$ cat config.mk
export PLATFORM = sky130hd
export DESIGN_NAME = mem_burst_master
export DESIGN_NICKNAME = d
export VERILOG_FILES = /design/src/rtl/mem_if_pkg.sv /design/src/rtl/mem_rd_skid.sv /design/src/rtl/mem_burst_master.sv
export SDC_FILE = /design/constraint.sdc
export NUM_CORES = 1
export LEC_CHECK = 0
export CORE_ASPECT_RATIO = 2
export CORE_MARGIN = 2
export CORE_UTILIZATION = 48
export CTS_CLUSTER_DIAMETER = 60
export DETAILED_ROUTE_END_ITERATION = 10
export PLACE_DENSITY = 0.91
export RECOVER_POWER = 100
export SLEW_MARGIN = 10
export SYNTH_ARGS = -nofsm -noshare
export SYNTH_HDL_FRONTEND = slang
export SYNTH_SLANG_ARGS = --single-unit
$ cat constraint.sdc
create_clock -name clk -period 4.9 [get_ports clk]
set_clock_uncertainty 0.15 [all_clocks]
set_input_delay 0.98 -clock clk [delete_from_list [all_inputs] [get_ports clk]]
set_output_delay 0.98 -clock clk [all_outputs]
set_load 0.01 [all_outputs]
$ cat src/rtl/mem_if_pkg.sv
// ---------------------------------------------------------------------------
// mem_if_pkg
// Shared definitions for the burst master that drives the single-port
// synchronous word memory (registered read data, one cycle latency).
//
// Contents:
//   WORD_DEF / ADDR_DEF / LEN_W_DEF : default data, address and burst length
//                                     field widths
//   RD_BUF_DEPTH / RD_CNT_W         : depth of the read response buffer and
//                                     the width of its occupancy count
//   burst_state_e                   : burst master FSM states
//   rdCreditOk()                    : read issue credit check
// ---------------------------------------------------------------------------
package mem_if_pkg;

    localparam int WORD_DEF     = 32;
    localparam int ADDR_DEF     = 16;
    localparam int LEN_W_DEF    = 8;

    localparam int RD_BUF_DEPTH = 2;
    localparam int RD_CNT_W     = 2;

    typedef enum logic [1:0] {
        ST_IDLE  = 2'd0,
        ST_WRITE = 2'd1,
        ST_READ  = 2'd2
    } burst_state_e;

    // A new read may only be issued if, after this cycle's pop, the words
    // already buffered plus the word still coming back from the memory leave
    // room for it. Counting the in-flight word is what keeps a stalled client
    // from causing the buffer to overflow.
    function automatic logic rdCreditOk(
        input logic [RD_CNT_W-1:0] bufCount,
        input logic                inflight,
        input logic                pop
    );
        int used;
        used = int'(bufCount) + int'(inflight) - int'(pop);
        return (used < RD_BUF_DEPTH);
    endfunction

endpackage

$ cat src/rtl/mem_rd_skid.sv
// ---------------------------------------------------------------------------
// mem_rd_skid
// Two-entry FIFO carrying a data word plus a "last" marker. Used to catch the
// fixed-latency response of a memory (or any similar responder) so that the
// consumer can apply backpressure without losing words already requested.
//
// Ports:
//   clk, rst_n        clock, synchronous active-low reset (empties the FIFO)
//   push_i            write pushData_i/pushLast_i into the tail
//   pushData_i        payload word
//   pushLast_i        payload last marker
//   pop_i             remove the head entry (ignored when empty)
//   headData_o        head payload word (valid when count_o != 0)
//   headLast_o        head last marker  (valid when count_o != 0)
//   count_o           number of occupied entries, 0..2
// ---------------------------------------------------------------------------
module mem_rd_skid
    import mem_if_pkg::*;
#(
    parameter int WIDTH = WORD_DEF
) (
    input  logic                clk,
    input  logic                rst_n,
    input  logic                push_i,
    input  logic [WIDTH-1:0]    pushData_i,
    input  logic                pushLast_i,
    input  logic                pop_i,
    output logic [WIDTH-1:0]    headData_o,
    output logic                headLast_o,
    output logic [RD_CNT_W-1:0] count_o
);

    logic [WIDTH-1:0]    data_q [RD_BUF_DEPTH];
    logic                last_q [RD_BUF_DEPTH];

    logic                wrPtr_q;
    logic                wrPtr_d;
    logic                rdPtr_q;
    logic                rdPtr_d;
    logic [RD_CNT_W-1:0] count_q;
    logic [RD_CNT_W-1:0] count_d;

    logic                popEff;
    logic                pushEff;

    // A full FIFO still accepts a push in the same cycle as a pop, since the
    // head slot frees up at the same edge. With only two slots the pointers
    // are single bits that simply toggle.
    always_comb begin
        popEff  = pop_i && (count_q != '0);
        pushEff = push_i && ((count_q != RD_CNT_W'(RD_BUF_DEPTH)) || popEff);
        wrPtr_d = wrPtr_q ^ pushEff;
        rdPtr_d = rdPtr_q ^ popEff;
        count_d = count_q + RD_CNT_W'(pushEff) - RD_CNT_W'(popEff);
    end

    always_ff @(posedge clk) begin
        if (!rst_n) begin
            wrPtr_q <= 1'b0;
            rdPtr_q <= 1'b0;
            count_q <= '0;
        end else begin
            wrPtr_q <= wrPtr_d;
            rdPtr_q <= rdPtr_d;
            count_q <= count_d;
        end
    end

    // Payload storage needs no reset: the occupancy count decides what is valid.
    always_ff @(posedge clk) begin
        if (pushEff) begin
            data_q[wrPtr_q] <= pushData_i;
            last_q[wrPtr_q] <= pushLast_i;
        end
    end

    assign headData_o = data_q[rdPtr_q];
    assign headLast_o = last_q[rdPtr_q];
    assign count_o    = count_q;

endmodule

$ cat src/rtl/mem_burst_master.sv
// ---------------------------------------------------------------------------
// mem_burst_master
// Burst initiator for a single-port synchronous word memory. Turns
// valid/ready burst requests into cycle-accurate memory address, write
// enable and write data, and returns read data as a backpressurable stream.
// One burst is handled at a time.
//
// Ports:
//   clk, rst_n          clock shared with the memory; synchronous active-low
//                       reset that abandons any burst in progress
//   req_valid/req_ready burst request handshake
//   req_write           1 = write burst, 0 = read burst
//   req_addr            first word address
//   req_len             number of beats minus one
//   wr_valid/wr_ready   write beat handshake, wr_data is the beat payload
//   rd_valid/rd_ready   read beat handshake, rd_data is the beat payload,
//                       rd_last flags the final beat of the burst
//   mem_A, mem_W, mem_D memory address, write enable, write data
//   mem_Q               memory read data, registered one cycle after mem_A
// ---------------------------------------------------------------------------
module mem_burst_master
    import mem_if_pkg::*;
#(
    parameter int WORD  = WORD_DEF,
    parameter int ADDR  = ADDR_DEF,
    parameter int LEN_W = LEN_W_DEF
) (
    input  logic             clk,
    input  logic             rst_n,

    input  logic             req_valid,
    output logic             req_ready,
    input  logic             req_write,
    input  logic [ADDR-1:0]  req_addr,
    input  logic [LEN_W-1:0] req_len,

    input  logic             wr_valid,
    output logic             wr_ready,
    input  logic [WORD-1:0]  wr_data,

    output logic             rd_valid,
    input  logic             rd_ready,
    output logic [WORD-1:0]  rd_data,
    output logic             rd_last,

    output logic [ADDR-1:0]  mem_A,
    output logic             mem_W,
    output logic [WORD-1:0]  mem_D,
    input  logic [WORD-1:0]  mem_Q
);

    burst_state_e        state_q;
    burst_state_e        state_d;
    logic [ADDR-1:0]     curAddr_q;
    logic [ADDR-1:0]     curAddr_d;
    logic [LEN_W-1:0]    wrLeft_q;
    logic [LEN_W-1:0]    wrLeft_d;
    logic [LEN_W:0]      issueLeft_q;
    logic [LEN_W:0]      issueLeft_d;
    logic                inflight_q;
    logic                inflight_d;
    logic                inflightLast_q;
    logic                inflightLast_d;
    logic [ADDR-1:0]     lastA_q;
    logic [ADDR-1:0]     lastA_d;

    logic                writeBeat;
    logic                wrReadyRaw;
    logic                pop;
    logic [RD_CNT_W-1:0] bufCount;
    logic [WORD-1:0]     headData;
    logic                headLast;

    // Read response buffer. Whatever was issued last cycle is on mem_Q now
    // and is captured unconditionally; the credit check guarantees space.
    mem_rd_skid #(
        .WIDTH (WORD)
    ) u_rdSkid (
        .clk        (clk),
        .rst_n      (rst_n),
        .push_i     (inflight_q),
        .pushData_i (mem_Q),
        .pushLast_i (inflightLast_q),
        .pop_i      (pop),
        .headData_o (headData),
        .headLast_o (headLast),
        .count_o    (bufCount)
    );

    assign rd_valid = (bufCount != '0);
    assign rd_data  = headData;
    assign rd_last  = rd_valid && headLast;
    assign pop      = rd_valid && rd_ready;

    // Write data is passed straight through; it only matters while mem_W=1.
    assign mem_D    = wr_data;

    // Write enable and write-ready are gated with reset so that nothing is
    // accepted or written during the reset cycle itself.
    assign mem_W    = writeBeat && rst_n;
    assign wr_ready = wrReadyRaw && rst_n;

    // Next-state and output decode. The memory address is taken straight
    // from curAddr_q when a beat is written or a read is issued; otherwise
    // it shows the last address driven so the memory port does not toggle
    // while idle or stalled.
    always_comb begin
        state_d        = state_q;
        curAddr_d      = curAddr_q;
        wrLeft_d       = wrLeft_q;
        issueLeft_d    = issueLeft_q;
        inflight_d     = 1'b0;
        inflightLast_d = 1'b0;
        lastA_d        = lastA_q;
        mem_A          = lastA_q;
        req_ready      = 1'b0;
        wrReadyRaw     = 1'b0;
        writeBeat      = 1'b0;

        case (state_q)
            ST_IDLE: begin
                req_ready = 1'b1;
                if (req_valid) begin
                    curAddr_d   = req_addr;
                    wrLeft_d    = req_len;
                    issueLeft_d = {1'b0, req_len} + {{LEN_W{1'b0}}, 1'b1};
                    state_d     = req_write ? ST_WRITE : ST_READ;
                end
            end

            ST_WRITE: begin
                wrReadyRaw = 1'b1;
                if (wr_valid) begin
                    writeBeat = 1'b1;
                    mem_A     = curAddr_q;
                    lastA_d   = curAddr_q;
                    curAddr_d = curAddr_q + ADDR'(1);
                    wrLeft_d  = wrLeft_q - LEN_W'(1);
                    if (wrLeft_q == '0) begin
                        state_d = ST_IDLE;
                    end
                end
            end

            ST_READ: begin
                if ((issueLeft_q != '0) && rdCreditOk(bufCount, inflight_q, pop)) begin
                    mem_A          = curAddr_q;
                    lastA_d        = curAddr_q;
                    curAddr_d      = curAddr_q + ADDR'(1);
                    issueLeft_d    = issueLeft_q - {{LEN_W{1'b0}}, 1'b1};
                    inflight_d     = 1'b1;
                    inflightLast_d = (issueLeft_q == {{LEN_W{1'b0}}, 1'b1});
                end
                if (pop && rd_last) begin
                    state_d = ST_IDLE;
                end
            end

            default: begin
                state_d = ST_IDLE;
            end
        endcase
    end

    // State registers. Reset abandons the burst: the in-flight read is
    // forgotten so its data is never pushed into the (also cleared) buffer.
    always_ff @(posedge clk) begin
        if (!rst_n) begin
            state_q        <= ST_IDLE;
            curAddr_q      <= '0;
            wrLeft_q       <= '0;
            issueLeft_q    <= '0;
            inflight_q     <= 1'b0;
            inflightLast_q <= 1'b0;
            lastA_q        <= '0;
        end else begin
            state_q        <= state_d;
            curAddr_q      <= curAddr_d;
            wrLeft_q       <= wrLeft_d;
            issueLeft_q    <= issueLeft_d;
            inflight_q     <= inflight_d;
            inflightLast_q <= inflightLast_d;
            lastA_q        <= lastA_d;
        end
    end

endmodule

Yosys cells after proc, flatten, opt, wreduce, memory -nomap -nowiden. Memory sizes are Yosys's and may differ from the RTL's. A register that Yosys moved wholly into a read port is not among the register bits. Cells that the tools add are included. Widths: inputs -> output; s select.

Add/sub/neg operators: 8. $lt $le $gt $ge: 1. Eq/ne operators: 9. Multiplexer cells: 28. Bitwise gates (word level): 2. Reductions and logical operators: 22.

Operators by type and width (count): $mux 16 (5); $pmux 16 s3 (1); $pmux 16 s2 (1); $mux 9 (2); $pmux 9 s2 (1); $add 16x1->16 const B (1); $mux 8 (2); $pmux 8 s2 (1); $ne 2x2->1 const B (6); $mux 2 (5); $add 8x1->9 const B (1); $eq 9x1->1 const B (1); $mux 1 (9); $reduce_and 3->1 (3); $reduce_bool 9->1 (1); $sub 9x1->9 const B (1); $logic_and 1x1->1 (8); $logic_not 8->1 (1); $reduce_and 4->1 (2); $sub 8x1->8 const B (1); $pmux 2 s3 (1); $reduce_bool 2->1 (3); $lt 4x3->1 const B (1); $sub 3x1->4 (1); other kinds (10) (11).

Register bits: 57. Memory bits (writable): 66. Input port bits: 94. Output and inout port bits: 85. Logic and storage cells: 82. Memories: 2.

Memory list: u_rdSkid.data_q (words 2, width 32, rd ports 1, clocked after Yosys merged registers in 1, wr ports 1, line mem_rd_skid.sv:33) `logic [WIDTH-1:0] data_q [RD_BUF_DEPTH];`; u_rdSkid.last_q (words 2, width 1, rd ports 1, clocked after Yosys merged registers in 1, wr ports 1, line mem_rd_skid.sv:34) `logic last_q [RD_BUF_DEPTH];`.

Depth between registers and ports, before layout.
Depth in word-level cells: 7. Gate-level depth with buffers: 12.

Cells and area by module. Synthesis repeated with hierarchy kept, for this count alone.

Cells, all modules: 551. Area, all modules: 6381.1 µm².

By module, submodules not included: mem_burst_master (instances 1, cells an instance 425, area an instance 3587.2 µm², sequential area each 1061.0 µm²); mem_rd_skid (instances 1, cells an instance 126, area an instance 2793.9 µm², sequential area each 2082.0 µm²).

Worst setup path after synthesis. Ideal clock, no wire load.

Path type: input to output. From: input rd_ready. To: output mem_A[10]. Arrival time: 3202 ps. Data required time: 3770 ps. Setup slack: 568 ps. Cell stages on the path: 11. Path buffers: 1. Cell sequence: o21ai_0 -> inv_1 -> ha_1 -> nand2b_1 -> fa_1 -> xnor2_1 -> a22oi_2 -> o21ai_4 -> nand3_2 -> buf_2 -> a22o_1.

Cells in the longest elaborated chain, start to end: 6.

RTL lines: from (decl) (line mem_burst_master.sv:42) `input logic rd_ready,`; $logic_and 1x1->1 (line mem_burst_master.sv:93) `assign pop = rd_valid && rd_ready;`; $sub 3x1->4 (line mem_if_pkg.sv:39) `used = int'(bufCount) + int'(inflight) - int'(pop);`; $lt 4x3->1 (line mem_if_pkg.sv:40) `return (used < RD_BUF_DEPTH);`; $logic_and 1x1->1 (line mem_burst_master.sv:146) `if ((issueLeft_q != '0) && rdCreditOk(bufCount, inflight_q, pop)) begin`; $mux 16 (line mem_burst_master.sv:146); $pmux 16 s2; to (decl) (line mem_burst_master.sv:46) `output logic [ADDR-1:0] mem_A,`.

No other way between the ends.

Final worst setup path.
From: input rd_ready. To: register state_q[1].

Cells in the longest elaborated chain, start to end: 4.

RTL lines: $logic_and 1x1->1 (line mem_burst_master.sv:93); $logic_and 1x1->1 (line mem_burst_master.sv:154) `if (pop && rd_last) begin`; $ne 2x2->1 (no line); $reduce_and 4->1 (no line); to (signal assigned) (line mem_burst_master.sv:177) `state_q <= state_d;`; to (decl) (line mem_burst_master.sv:52) `burst_state_e state_q;`.

No other way between the ends. A chain may end at the register's enable or synchronous reset.

==> summary.log <==
[sta] number of hold violations in the final report 0
[detailed_routing] count of nets left with antenna violations after detail routing 0
[run_status] violations in the final reports capacitance limit, slew limit
[setup_path] CP endpoint kind flip-flop
[yosys] number of enable flip-flop cells after synthesis 66
[power_and_ir_drop] Final Total Pwr 4.144 mW
[clock_network] CTS tree built
[sta] fin. max-slew vios 102
[yosys] Unique masters post-synth 65
[yosys] main combinational cell family by area after synthesis compound AO/OA/AOI/OAI gates
[floorplanning] number of cell rows 58
[final_layout] Final Instance Area 7903 um2
[setup_path] depth of the worst register-to-register path 27
[detailed_routing] DRC Markers 0
[clock_network] hold_buf cts 0
[power_and_ir_drop] areal power density over the cells 524.4 nW/um2
[min_path] end of the worst hold path u_rdSkid.last_q[0]$_DFFE_PP_
[sta] total negative slack 0 ns
[yosys] synthesized-area fraction occupied by adder cells 3.604%
[yosys] Synthesized Nets 664
[sta] Slew @ Worst Pin 1.947 ns
[job] count of maximum capacitance violations 4
[place] cell total after placement 769
[clock_network] CTS H-Tree Depth 4
[min_path] Min-Delay Path Class flip-flop to flip-flop
[sta] maximum clock frequency 0.2066 GHz
[setup_path] arrival time reported for the critical path endpoint 5.03 ns
[floorplanning] vertical die dimension 163.6 um
[floorplanning] die span in x 83.78 um
[setup_path] register-to-register setup slack 0.32 ns
[place] placed instance area 7189 um2
[clock_network] TritonCTS Buffers 17
[setup_path] Critical Path Slowest Stage Cell or3b_1
[yosys] register bit total from synthesis 124
[place] placer's final routability congestion estimate 0.9162
[sta] final worst path period need 4.841 ns
[setup_path] number of buffers and inverters on the critical path 23
[sta] unrepaired setup endpoints after global routing false
[setup_path] Worst R2R End state_q[1]$_SDFFE_PN0P_
[min_path] worst hold path cell count 0
[grt] number of global-route vias before repair 5003
[floorplanning] number of ports placed on the die boundary 179
[setup_path] highest net fanout along the worst path 4
[final_layout] Final Instance Count excl. Fillers 824
[power_and_ir_drop] peak supply drop 0.3591 mV
[yosys] YS warnings 0
[setup_path] critical path type input port to flip-flop
[floorplanning] Die Outline Area 13700 um2
[floorplanning] initial core utilization 48.95%
[yosys] complex-gate fraction of the synthesized area 18.37%
[yosys] commonest register cell after synthesis edfxtp_1
[final_layout] final core utilization 63.31%
[final_layout] Area growth syn-to-layout 29.35%
[clock_network] sinks on the clock net 124
[clock_network] clock buffer depth 2
[yosys] Avg Inst Size Synth 11.05 um2
[detailed_routing] vias 5083
[clock_network] worst-skew pair later-pin latency 0.42 ns
[grt] total gr overflow 0
[clock_network] Clock Pin Slew Worst Setup and Hold Paths 0.06 ns
[grt] largest net degree at the start of global routing 34
[yosys] synthesized-area fraction occupied by and/or/nand/nor cells 10.65%
[yosys] Gate Count Post-Synth 553
[setup_path] data required time of the worst path 5.09 ns
[final_layout] proportion of layout cells with a drive suffix above 1 17.26%
[yosys] mapped cell area 6110 um2
[grt] global-route wire length before repair 26100 um
[setup_path] reg-to-reg critical path startpoint u_rdSkid.count_o[1]$_SDFF_PN0_
[grt] number of antenna violations at the first check in global routing 2
[sta] relative slew slack -29.79%
[setup_path] cell seen most often among critical-path stages buf_4
[sta] Final setup violation count 0
[yosys] share of synthesized area occupied by flip-flops and latches 51.44%
[setup_path] Slowest Stage Delay on Critical Path 0.37 ns
[clock_network] Clk Tree Root Cell clkbuf_16
[place] Detail Placement HPWL 10930 um
[yosys] fraction of registers with async set/reset 0%
[detailed_routing] total detailed-routing wirelength 16950 um
[detailed_routing] violation count after the first detailed-routing iteration 476
[yosys] xor-xnor portion of the synthesized cell area 1.434%
[run_status] run status complete, but fails checks
[place] number of port buffers 114
[min_path] worst hold start inflightLast_q$_SDFF_PN0_
[final_layout] # nets final 770
[yosys] multiplexer area fraction after synthesis 6.574%
[setup_path] Critical Path Start Type input port
[detailed_routing] Initial DRT Pass Iterations 5
[detailed_routing] routed length per instance 20.58 um
[floorplanning] Core Region 12480 um2
[sta] Tcrit/Tclk final 98.79%
[setup_path] CP delay by family, top buffers and inverters
[grt] All-Layer GR Usage 24.54%
[detailed_routing] Via density 6.169
[power_and_ir_drop] Leakage 2.948 nW
==> worst max-delay path by stage <==
stage,startpoint,to,slack [ns],depth (start not counted)
finish,rd_ready,state_q[1]$_SDFFE_PN0P_,0.06,28
floorplan,rd_ready,mem_A[10],0.57,11
global placement,rd_ready,mem_A[15],-0.22,13
global route,rd_ready,mem_A[10],0.02,13
CTS,rd_ready,mem_A[13],0.15,13
detailed placement,rd_ready,mem_A[13],-0.35,13
==> placed cells by master (no fill, tap or decap), types with 4 or more instances in the layout <==
cell	netlist	final
dlygate4sd3_1	0	66
edfxtp_1	66	66
dfxtp_1	58	58
a21oi_1	34	34
nor2_1	32	32
a22o_1	32	32
nand2_1	32	32
clkdlybuf4s50_1	0	31
mux2_2	33	30
buf_4	32	27
inv_1	23	23
nand3_1	18	17
o21ai_0	19	17
clkbuf_16	0	17
ha_1	16	16
dlygate4sd2_1	0	14
nor4_1	6	7
o32ai_1	7	7
o221a_2	7	7
inv_6	0	7
clkbuf_1	21	7
a31oi_1	5	6
nor3_1	7	6
o211ai_1	6	6
xnor2_1	5	5
xor2_1	5	5
o22ai_1	5	5
nand4_1	5	5
nor2b_1	4	4
nand2b_1	5	4
o31ai_1	4	4
a22oi_1	4	4
==> where the power goes <==
group	switching (mW)	internal (mW)
Sequential	0.162	1.24
Combinational	0.792	0.698
Clock	0.494	0.759
==> synthesized netlist by cell type (5+ instances only) <==
cell,count,area share [%]
a21oi_1,34,2.8
a22o_1,32,4.6
a31oi_1,5,0.51
buf_2,6,0.49
buf_4,32,3.9
clkbuf_1,21,1.3
dfxtp_1,58,19
edfxtp_1,66,32
ha_1,16,3.3
inv_1,23,1.4
mux2_2,33,6.1
nand2_1,32,2.0
nand2b_1,5,0.51
nand3_1,18,1.5
nand4_1,5,0.51
nor2_1,32,2.0
nor3_1,7,0.57
nor4_1,6,0.61
o211ai_1,6,0.74
o21ai_0,19,1.6
o221a_2,7,1.3
o22ai_1,5,0.51
o32ai_1,7,1.0
xnor2_1,5,0.72
xor2_1,5,0.72
==> layout make-up <==
cell class | count | area [um2]
Inverter | 26 | 97.59
Sequential cell | 124 | 3143
Antenna cell | 2 | 5.005
Multi-Input combinational cell | 340 | 2485
Tap cell | 150 | 187.7
Clock buffer | 18 | 429.2
Clock inverter | 14 | 157.7
Fill cell | 942 | 4579
Timing Repair Buffer | 150 | 1398
==> layer usage <==
layer / vias up / part of all wire (%) / track usage (%)
li1: 2257 / - / -
met1: 2462 / 35 / 25.16
met2: 292 / 53 / 44.58
met3: 72 / 6.5 / 5.053
met4: 0 / 5.1 / 15.76
met5: - / 0 / 0
==> metrics by stage <==
stage / hold slack, ns / setup slack [ns]
finish: 0.2937 / 0.05927
global route: 0.3011 / 0.01674
CTS: 0.2805 / 0.1486
detailed placement: 0.2680 / -0.3477
global placement: 0.2627 / -0.2152
floorplan: 0.2537 / 0.5679
==> state kept, by name, summed over array words and instances, names as in the netlist, named ones only <==
register          cells
wrLeft_q              8
lastA_q              16
u_rdSkid.wrPtr_q      1
u_rdSkid.rdPtr_q      1
state_q               2
curAddr_q            16
inflight_q            1
u_rdSkid.count_o      2
issueLeft_q           9
u_rdSkid.data_q      64
inflightLast_q        1
u_rdSkid.last_q       2
==> repair_timing <==
item | in CTS | in global routing
pin swaps | 3 | 2
gates cloned | 0 | 0
setup buffers | 21 | 0
gates resized for setup | 28 | 4
setup endpoints to repair | 16 | 17
==> cells by family (layout without fill, tap and decap cells) <==
| logic type | after synthesis | in the layout |
|---|---|---|
| other | 0 | 2 |
| DFF | 124 | 124 |
| and+or+nand+nor | 127 | 127 |
| buffers and inverters | 89 | 208 |
| xor gates and xnor gates | 10 | 10 |
| muxes | 36 | 36 |
| adders and majority gates | 17 | 17 |
| AOI/OAI and AO/OA | 150 | 150 |
==> worst register-to-register path: stages (launching register included) <==
cell	delay (ns)
dfxtp_1	0.50
o21ai_2	0.14
clkbuf_1	0.14
clkbuf_4	0.14
buf_4	0.12
buf_4	0.12
buf_4	0.13
buf_4	0.12
buf_4	0.12
buf_4	0.13
buf_4	0.15
buf_4	0.13
buf_4	0.12
buf_4	0.13
buf_4	0.13
buf_4	0.13
buf_4	0.12
buf_4	0.13
buf_4	0.14
buf_4	0.13
buf_4	0.12
buf_4	0.12
buf_4	0.12
buf_4	0.14
o21ai_1	0.25
nand3_2	0.14
or3b_1	0.37
a21oi_1	0.14
Note: power is estimated with default switching activity, not from simulation.
